--- config.mk ---
export PLATFORM = sky130hd
export DESIGN_NAME = roll_recorder
export DESIGN_NICKNAME = d
export VERILOG_FILES = /design/src/rtl/roll_recorder.sv
export SDC_FILE = /design/constraint.sdc
export NUM_CORES = 1
export LEC_CHECK = 0
export ABC_AREA = 1
export CORE_UTILIZATION = 55
export CTS_CLUSTER_SIZE = 8
export DETAILED_ROUTE_END_ITERATION = 8
export PLACE_DENSITY = 0.77
export SYNTH_ARGS = -nofsm -noshare
export SYNTH_HDL_FRONTEND = slang
export SYNTH_SLANG_ARGS = --single-unit
--- constraint.sdc ---
create_clock -name i_clk -period 6.4 [get_ports i_clk]
set_input_delay 1.28 -clock i_clk [delete_from_list [all_inputs] [get_ports i_clk]]
set_output_delay 1.28 -clock i_clk [all_outputs]
set_load 0.05 [all_outputs]
--- src/rtl/roll_recorder.sv ---
// Settle detector and result history for the 4-bit LFSR roller.
// Commits a value once it holds steady for SETTLE_CYCLES and drives two active-low 7-seg digits.
module roll_recorder #(
    parameter int unsigned DEPTH         = 4,
    parameter int unsigned SETTLE_CYCLES = 2**26
) (
    input  logic       i_clk,
    input  logic       i_rst_n,
    input  logic       i_start,
    input  logic [3:0] i_random,
    input  logic       i_recall,
    output logic [6:0] o_hex1,
    output logic [6:0] o_hex0,
    output logic       o_rolling,
    output logic       o_commit,
    output logic [3:0] o_count,
    output logic [2:0] o_index
);

    localparam int unsigned     CNT_W    = $clog2(SETTLE_CYCLES);
    localparam logic [CNT_W-1:0] CNT_LAST = CNT_W'(SETTLE_CYCLES - 1);
    localparam logic [3:0]      DEPTH_C  = 4'(DEPTH);
    localparam logic [6:0]      SEG_BLANK = 7'b1111111;
    localparam logic [6:0]      SEG_ONE   = 7'b1111001;

    typedef enum logic {S_IDLE, S_ROLL} state_t;

    state_t           r_state, w_state_nxt;
    logic [3:0]       r_prev, w_prev_nxt;
    logic [CNT_W-1:0] r_cnt, w_cnt_nxt;
    logic [3:0]       r_hist [DEPTH];
    logic [3:0]       w_hist_nxt [DEPTH];
    logic [3:0]       r_count, w_count_nxt;
    logic [2:0]       r_index, w_index_nxt;
    logic             r_commit, w_commit_nxt;
    logic [6:0]       r_hex1, w_hex1_nxt;
    logic [6:0]       r_hex0, w_hex0_nxt;
    logic             r_rolling;
    logic [3:0]       w_disp;
    logic             w_blank;

    // Units digit of v (0..15); the tens digit is handled separately.
    function automatic logic [6:0] f_units(input logic [3:0] v);
        case (v)
            4'd0, 4'd10: f_units = 7'b1000000;
            4'd1, 4'd11: f_units = 7'b1111001;
            4'd2, 4'd12: f_units = 7'b0100100;
            4'd3, 4'd13: f_units = 7'b0110000;
            4'd4, 4'd14: f_units = 7'b0011001;
            4'd5, 4'd15: f_units = 7'b0010010;
            4'd6:        f_units = 7'b0000010;
            4'd7:        f_units = 7'b1111000;
            4'd8:        f_units = 7'b0000000;
            4'd9:        f_units = 7'b0010000;
            default:     f_units = SEG_BLANK;
        endcase
    endfunction

    always_ff @(posedge i_clk or negedge i_rst_n) begin
        if (!i_rst_n) begin
            r_state   <= S_IDLE;
            r_prev    <= '0;
            r_cnt     <= '0;
            for (int k = 0; k < DEPTH; k++) r_hist[k] <= '0;
            r_count   <= '0;
            r_index   <= '0;
            r_commit  <= 1'b0;
            r_hex1    <= SEG_BLANK;
            r_hex0    <= SEG_BLANK;
            r_rolling <= 1'b0;
        end else begin
            r_state   <= w_state_nxt;
            r_prev    <= w_prev_nxt;
            r_cnt     <= w_cnt_nxt;
            for (int k = 0; k < DEPTH; k++) r_hist[k] <= w_hist_nxt[k];
            r_count   <= w_count_nxt;
            r_index   <= w_index_nxt;
            r_commit  <= w_commit_nxt;
            r_hex1    <= w_hex1_nxt;
            r_hex0    <= w_hex0_nxt;
            r_rolling <= (w_state_nxt == S_ROLL);
        end
    end

    always_comb begin
        w_state_nxt  = r_state;
        w_prev_nxt   = r_prev;
        w_cnt_nxt    = r_cnt;
        for (int k = 0; k < DEPTH; k++) w_hist_nxt[k] = r_hist[k];
        w_count_nxt  = r_count;
        w_index_nxt  = r_index;
        w_commit_nxt = 1'b0;
        w_disp       = '0;
        w_blank      = 1'b0;

        // Start has priority over both commit and recall.
        if (i_start) begin
            w_state_nxt = S_ROLL;
            w_prev_nxt  = i_random;
            w_cnt_nxt   = '0;
        end else if (r_state == S_ROLL) begin
            if (i_random != r_prev) begin
                w_prev_nxt = i_random;
                w_cnt_nxt  = '0;
            end else if (r_cnt == CNT_LAST) begin
                for (int k = 1; k < DEPTH; k++) w_hist_nxt[k] = r_hist[k-1];
                w_hist_nxt[0] = i_random;
                if (r_count < DEPTH_C) w_count_nxt = r_count + 4'd1;
                w_index_nxt  = '0;
                w_state_nxt  = S_IDLE;
                w_commit_nxt = 1'b1;
            end else begin
                w_cnt_nxt = r_cnt + CNT_W'(1);
            end
        end else if (i_recall && (r_count != 4'd0)) begin
            w_index_nxt = (({1'b0, r_index} + 4'd1) >= r_count) ? 3'd0 : r_index + 3'd1;
        end

        // Display follows the post-edge state so it updates with commit/recall.
        if (w_state_nxt == S_ROLL) begin
            w_disp = i_random;
        end else if (w_count_nxt == 4'd0) begin
            w_blank = 1'b1;
        end else begin
            for (int k = 0; k < DEPTH; k++)
                if (3'(k) == w_index_nxt) w_disp = w_hist_nxt[k];
        end

        w_hex1_nxt = (w_blank || (w_disp < 4'd10)) ? SEG_BLANK : SEG_ONE;
        w_hex0_nxt = w_blank ? SEG_BLANK : f_units(w_disp);
    end

    assign o_hex1    = r_hex1;
    assign o_hex0    = r_hex0;
    assign o_rolling = r_rolling;
    assign o_commit  = r_commit;
    assign o_count   = r_count;
    assign o_index   = r_index;

endmodule

=== Word level (Yosys, flattened, before mapping) ===
Memories as Yosys holds them, arrays and structs flattened.
Index checks and enable logic that the tools add are counted.

* $add $sub $neg: 4
* Magnitude comparators: 3
* Eq/ne operators: 6
* Multiplexer cells: 40
* Reduce and logical (&&, ||, !) cells: 9

{| class="wikitable"
|+ Operator list
! kind !! number
|-
| $mux W26 || 4
|-
| $mux W16 || 4
|-
| $mux W4 || 14
|-
| $add A26 B1 Y26 const B || 1
|-
| $eq A26 B26 Y1 const B || 1
|-
| $mux W3 || 7
|-
| $mux W1 || 10
|-
| $mux W7 || 1
|-
| $eq A2 B3 Y1 const A || 2
|-
| $add A3 B1 Y4 const B || 1
|-
| $add A4 B1 Y4 const B || 1
|-
| $ge A4 B4 Y1 || 1
|-
| $logic_not A4 Y1 || 1
|-
| $lt A4 B3 Y1 const B || 1
|-
| $lt A4 B4 Y1 const B || 1
|-
| $ne A4 B4 Y1 || 1
|-
| $reduce_and A2 Y1 || 2
|-
| $reduce_bool A2 Y1 || 2
|-
| $reduce_bool A4 Y1 || 1
|-
| $add A3 B1 Y3 const B || 1
|-
| $eq A1 B3 Y1 const A || 1
|-
| $logic_not A3 Y1 || 1
|-
| $ne A3 B3 Y1 const B || 1
|-
| $logic_and A1 B1 Y1 || 1
|-
| $logic_or A1 B1 Y1 || 1
|}

* Register bits after elaboration: 69
* Bits in read-only memories: 112
* Input port bits: 8
* Memories kept: 1

{| class="wikitable"
|+ Memories
! memory !! depth !! width !! rd ports !! clocked after Yosys merged registers in !! write ports !! RTL line !! text
|-
| (name not given) || 16 || 7 || 1 || 0 || 0 || 44 || <nowiki>case (v)</nowiki>
|}

=== Logic depth before layout (Yosys ltp) ===
Gate-level depths: netlist of run 1.

* Depth after elaboration: 16
* Depth in mapped cells: 26

=== Worst setup path before layout of run 1 ===
Ideal clock, no wire load.

* Kind: input to register
* Start point: input port i_random[1]
* End point: register r_hex0[0] (netlist: o_hex0[0])
* Data arrival time: 3172 ps
* Required time: 6317 ps
* Setup slack: 3145 ps
* Cell stages on the path: 20
* Path buffers: 1
* Cells stage by stage: inv_2 -> nand2_1 -> nand2_1 -> nand2_1 -> nor2_4 -> nand4_4 -> buf_6 -> nand2_1 -> o21ai_2 -> nand3_1 -> nand2_1 -> nor2_1 -> nor2_1 -> nor2_2 -> inv_1 -> ha_1 -> nand3_1 -> nand2_1 -> nand2_1 -> nand3_1

{| class="wikitable"
|+ RTL lines
! element !! RTL line !! text
|-
| start, declared || 10 || <nowiki>input logic [3:0] i_random,</nowiki>
|-
| end signal, assigned || 80 || <nowiki>r_hex0 <= w_hex0_nxt;</nowiki>
|-
| end, declared || 37 || <nowiki>logic [6:0] r_hex0, w_hex0_nxt;</nowiki>
|}

==> results of run 1 <==
-- power groups by stage --
stage / Combinational [mW] / Clock, mW / Sequential, mW
after floorplan: 0.0746 / 0 / 0.447
after detailed placement: 0.134 / 0 / 0.425
final: 0.134 / 0.310 / 0.418
after global routing: 0.148 / 0.331 / 0.419
after CTS: 0.134 / 0.316 / 0.418
after global placement: 0.130 / 0 / 0.425
-- worst min path at each step --
stage | end | depth (start not counted) | slack, ns | from
3_3_place_gp | o_count[3] | 0 | 0.41 | o_count[3]
2_1_floorplan | r_cnt[16] | 1 | 0.45 | r_cnt[16]
6_report | o_count[3] | 0 | 0.43 | o_count[3]
5_1_grt | o_count[3] | 0 | 0.44 | o_count[3]
3_5_place_dp | o_count[3] | 0 | 0.42 | o_count[3]
4_1_cts | o_count[3] | 0 | 0.43 | o_count[3]
-- routing by layer --
layer  GRT usage, %  up-vias  part of all wire [%]
li1               -     1671                     -
met1           33.5     1590                    46
met2           42.6       75                    48
met3           5.71       10                   4.1
met4           7.73        0                   1.0
met5              0        -                     0
-- layout by cell type, fill, tap and decap left out, drive strengths merged, types with 3 or more instances in the layout --
master / n
a21oi: 21
clkbuf: 15
clkdlybuf4s50: 24
clkinv: 3
conb: 5
dfrtp: 55
dfstp: 8
ha: 14
inv: 86
nand2: 137
nand3: 50
nand4: 11
nor2: 52
nor3: 9
nor4: 3
o21ai: 33
xnor2: 4
-- sequential cells by signal, summed over array words and instances (netlist names) --
signal,count
o_count,4
o_rolling,1
r_prev,4
o_commit,1
o_hex0,7
r_cnt,26
r_hist,16
o_hex1,1
o_index,3
-- worst max-delay path, cell delays in order --
cell and delay (ns):
clkdlybuf4s50_1 0.48, inv_1 0.12, nand2_1 0.06, nor2_1 0.08, nand2_1 0.09, nor2_4 0.15, nand4_4 0.29, clkinv_2 0.25
nand2_1 0.08, nand2_1 0.09, nand3_1 0.08, nand2_1 0.07, nor2_1 0.04, nor2_1 0.15, nor2_2 0.10, inv_1 0.13
ha_1 0.23, nand3_1 0.14, nand2_1 0.10, nand2_1 0.06, nand3_1 0.07
-- logic make-up after synthesis --
| family | Yosys count | synth area share [%] |
|---|---|---|
| AND/OR/NAND/NOR | 267 | 34.6 |
| AO/OA/AOI/OAI | 60 | 8.50 |
| flip-flops | 63 | 40.7 |
| XOR/XNOR | 4 | 0.898 |
| buffers and inverters | 101 | 10.7 |
| other | 1 | 0.0962 |
| adder cells (fa/ha/maj) | 14 | 4.49 |
-- cell type report --
class / count / area (sq um) / area share [%]
flip-flops and latches: 63 / 1590 / 36.3
clock inverters: 1 / 5.00 / 0.114
multi-input cells: 350 / 1910 / 43.7
clock buffers: 15 / 166 / 3.81
well taps: 96 / 120 / 2.75
inverters: 88 / 332 / 7.58
repair buffers: 26 / 253 / 5.78
-- per-stage QoR --
stage / power, mW / setup slack, ns / hold slack [ns]
finish: 0.862 / 2.54 / 0.428
global route: 0.898 / 2.22 / 0.445
CTS: 0.869 / 2.56 / 0.432
detailed placement: 0.559 / 2.21 / 0.417
global placement: 0.555 / 2.23 / 0.415
floorplan: 0.522 / 3.15 / 0.455
==> metrics, run 1 <==
routed vias/inst=between 5 and 6; Setup CP Type=in2reg; post-synthesis sequential area ratio=between 40% and 50%; end of the critical path=o_hex0[0]; Fin. Hold Viols=0; Worst Path Arrival=between 4 and 5 ns; Clock Sinks=between 60 and 70; Crit. Startpoint=i_start; Flop pwr share=48.5%; Total Routing Usage GR=between 20% and 30%; dpl cells=623; n_diodes=0; Layout Skew=between 0.01 and 0.015 ns; die height=86.2 um; fraction of registers with async set/reset=100%; Synth Register Bits=63; drt pass-1 iters=4; Max VDD drop=approximately 130 uV; hpwl dp=approximately 6200 um; yosys warns=0; worst reg2reg setup slack=about 3.2 ns; P per Cell Area=around 200 nW/um^2; TritonCTS Buffers=9; Post-synth EDFFs=0; post-cts resize count=0; Cell Int Power=slightly above 0.6 mW; chip width=86.2 um; most frequent cells after synthesis=nand2_1, inv_1, dfrtp_1, nand3_1, nor2_1; combinational cell fraction of total power=~16%; largest area contributor in the netlist=dfrtp_1; Hold Path Class=reg2reg; Avg Cell Area, Syn=7.65 sq um; GP Congestion=0.963; final setup fails=0; vias in the first global route=3279; WL final=between 8000 and 9000 um; antenna-violating nets left=0; first-pass GRT wire length=between 10000 and 15000 um; DR iter-0 viols=180; Clock Path Buffers=2; final cell count without fillers=639; startpoint types=input port; Final Core Density=between 60 and 70%; fmax=259 MHz; period utilisation layout=60.3%; Cells after Synth=510; Clk pwr share=36.0%; routed vias=3346; Tmin final=roughly 3.9 ns; Post-CTS Setup Bufs=0; Worst R2R Start=o_index[2]; Worst-Margin Slew=about 0.8 ns; Worst slew margin=between 40% and 50%; synth-to-layout area growth=12.1%; crit end category=flop; RSZ-0062 raised after global routing=no; Placement Rows=30; TritonCTS clock tree=yes; worst endpoint required time=~6.7 ns; Port Buffers=25; Synth Flop Type=dfrtp_1; layout net count=560; Wirelength per Cell=~13 um; fin. max-slew vios=0; hold buffers post-CTS=0; Sw Pwr=0.248 mW; Worst-Skew Late Latency=approximately 0.35 ns; Root Driver=clkbuf_8; share of cells above drive strength 1=12.9%; Worst-path clk slew=0.07 ns; largest net degree at the start of global routing=64; synthesized cell area=~3900 sq um; top-area cell type share of the netlist area=a little over a third; CP max FO=15; grt ovf=0; cells on worst reg2reg path=20; DRC viols=0; most common cell in the netlist=nand2_1; placed cell area=between 4000 and 5000 sq um; R2R Path End=o_hex0[0]; Max-Cap Viols=0; Initial Util=57.1%; initial antenna violation count=0; H-tree Lvls=3; core area=roughly 7000 sq um; Die ar.=around 7400 sq um; Area contributors post-synth=dfrtp_1, nand2_1, inv_1; Top Ports=31; final instance area=between 4000 and 5000 sq um; Leak Pwr=between 2 and 2.5 nW; sw frac=between 20% and 30%; setup_tns=0 ns; layout filler cell count=a little over 600; status=finished, final reports clean; library cells used by synthesis=41
Note: power is estimated with default switching activity, not from simulation.
==> inputs of run 2 (changes only) <==
==> constraint.sdc (replaced) <==
create_clock -name i_clk -period 3.7 [get_ports i_clk]
set_input_delay 0.74 -clock i_clk [delete_from_list [all_inputs] [get_ports i_clk]]
set_output_delay 0.74 -clock i_clk [all_outputs]
set_load 0.05 [all_outputs]
==> metrics, run 2 (synthesized netlist as in run 1, its figures left out) <==
status=finished, final reports clean; synth-to-layout area growth=12.7%; Buf+Inv Stages, Crit Path=3; GP Congestion=just under 0.9; layout net count=~570; final setup fails=0; CP peak stage delay=just under 0.5 ns; Initial Util=57.1%; largest net degree at the start of global routing=47; WL final=approximately 8400 um; Worst-Skew Late Latency=roughly 0.34 ns; grt ovf=0; Max-Cap Viols=0; first-pass GRT wire length=between 10000 and 15000 um; Die ar.=7430 sq um; fin. max-slew vios=0; Setup CP Type=in2reg; Port Buffers=25; Worst-path clk slew=0.07 ns; Leak Pwr=~2.1 nW; routed vias/inst=approximately 5.3; RSZ-0062 raised after global routing=no; share of cells above drive strength 1=approximately 14%; H-tree Lvls=3; CP Cell Sequence=clkdlybuf4s50_1, inv_1, nand2_1, nor2_1, nand2_1, nor2_4, nand4_4, nand3_4, nor2_4, nand3_1, nand2_1, nor2_1, nor2_1, nor2_2, inv_1, ha_1, nand3_1, nand2_1, nand2_1, nand3_1; CP most frequent cell=nand2_1; CP max FO=15; TritonCTS clock tree=yes; Worst-Margin Slew=between 0.5 and 0.6 ns; WHS=around 0.32 ns; Critical Path Stages=20; Root Driver=clkbuf_8; Hold Path Class=in2async; Wirelength per Cell=about 13 um; fmax=around 300 MHz; Post-CTS Setup Bufs=0; n_diodes=0; Clock Path Buffers=2; vias in the first global route=3170; slowest CP cell=clkdlybuf4s50_1; Worst Path Arrival=approximately 3.6 ns; chip width=around 86 um; placed cell area=approximately 4200 sq um; P per Cell Area=between 300 and 400 nW/um^2; TritonCTS Buffers=9; hpwl dp=6310 um; post-cts resize count=0; DRC viols=0; commonest non-fill, non-tap cell in the layout=nand2_1; cells on worst reg2reg path=21; Fin. Hold Viols=0; DR iter-0 viols=between 200 and 300; period utilisation layout=between 80 and 90%; Top Ports=31; Max VDD drop=189 uV; startpoint types=input port; crit end category=flop; setup_tns=0 ns; Total Routing Usage GR=25.2%; Top delay family on crit path=simple AND/OR/NAND/NOR gates; Worst slew margin=about three fifths; Placement Rows=30; Reg with most FFs=r_cnt; routed vias=3393; core area=roughly 7000 sq um; number of flip-flops in the largest register=26; Tmin final=3.32 ns; antenna-violating nets left=0; die height=86.2 um; initial antenna violation count=0; final instance area=4400 sq um; hold buffers post-CTS=0; drt pass-1 iters=5; Clock Sinks=63; worst endpoint required time=between 3 and 4 ns; most frequent cells in the layout=nand2_1, inv_1, dfrtp_1, nand3_1, nor2_1; Layout Skew=~0.009 ns
[run 2: cell types whose count changed in the layout (fill, tap and decap cells not counted), sizes merged]
cell      previous run  this run
buf                  2         7
clkbuf              15        12
clkinv               3         5
clkinvlp             0         1
[run 2: stage by stage]
stage | power, mW | cells | setup slack [ns] | util (%)
2_1_floorplan | 0.902 | 514 | 0.629 | -
3_3_place_gp | 0.964 | 628 | 0.0183 | 62.1
3_5_place_dp | 0.968 | 628 | 0.0578 | 62.1
4_1_cts | 1.47 | 644 | 0.414 | 64.4
5_1_grt | 1.53 | 644 | 0.147 | 64.4
6_report | 1.46 | 644 | 0.383 | 64.4
[run 2: worst paths after layout]
path | endpoint | slack, ns | startpoint
max in group asynchronous | r_hist[12] | 2.44 | i_rst_n
max | o_hex0[0] | 0.38 | i_start
max reg2reg | o_hex0[0] | 0.49 | o_index[0]
min reg2reg | o_count[3] | 0.42 | o_count[3]
min | r_hist[7] | 0.32 | i_rst_n
min in group i_clk | o_count[3] | 0.42 | o_count[3]
[run 2: area by class of cell]
cell class              instances  area (sq um)
clock inverters                 4          22.5
fillers                       630          2430
repair buffers                 31           290
well taps                      96           120
inverters                      88           332
multi-input cells             350          1910
flip-flops and latches         63          1590
clock buffers                  12           135
[run 2: power by group]
part / switching (mW) / internal (mW) / total, mW
registers: 0.0117 / 0.711 / 0.723
clock network: 0.261 / 0.240 / 0.502
logic: 0.162 / 0.0701 / 0.232
[run 2: per-layer routing]
metal | GRT usage (%) | vias to the layer above | part of all wire [%]
li1 | - | 1666 | -
met1 | 34.6 | 1624 | 47
met2 | 40.1 | 87 | 46
met3 | 3.52 | 16 | 4.4
met4 | 11.4 | 0 | 2.1
met5 | 0 | - | 0
[run 2: worst register-to-register path: cells and delay by family (launching register included)]
kind / cells / cell delay, ns
AO/OA/AOI/OAI: 1 / 0.22
buffers and inverters: 3 / 0.37
AND/OR/NAND/NOR: 14 / 1.41
flip-flops: 1 / 0.44
adder cells (fa/ha/maj): 3 / 0.68
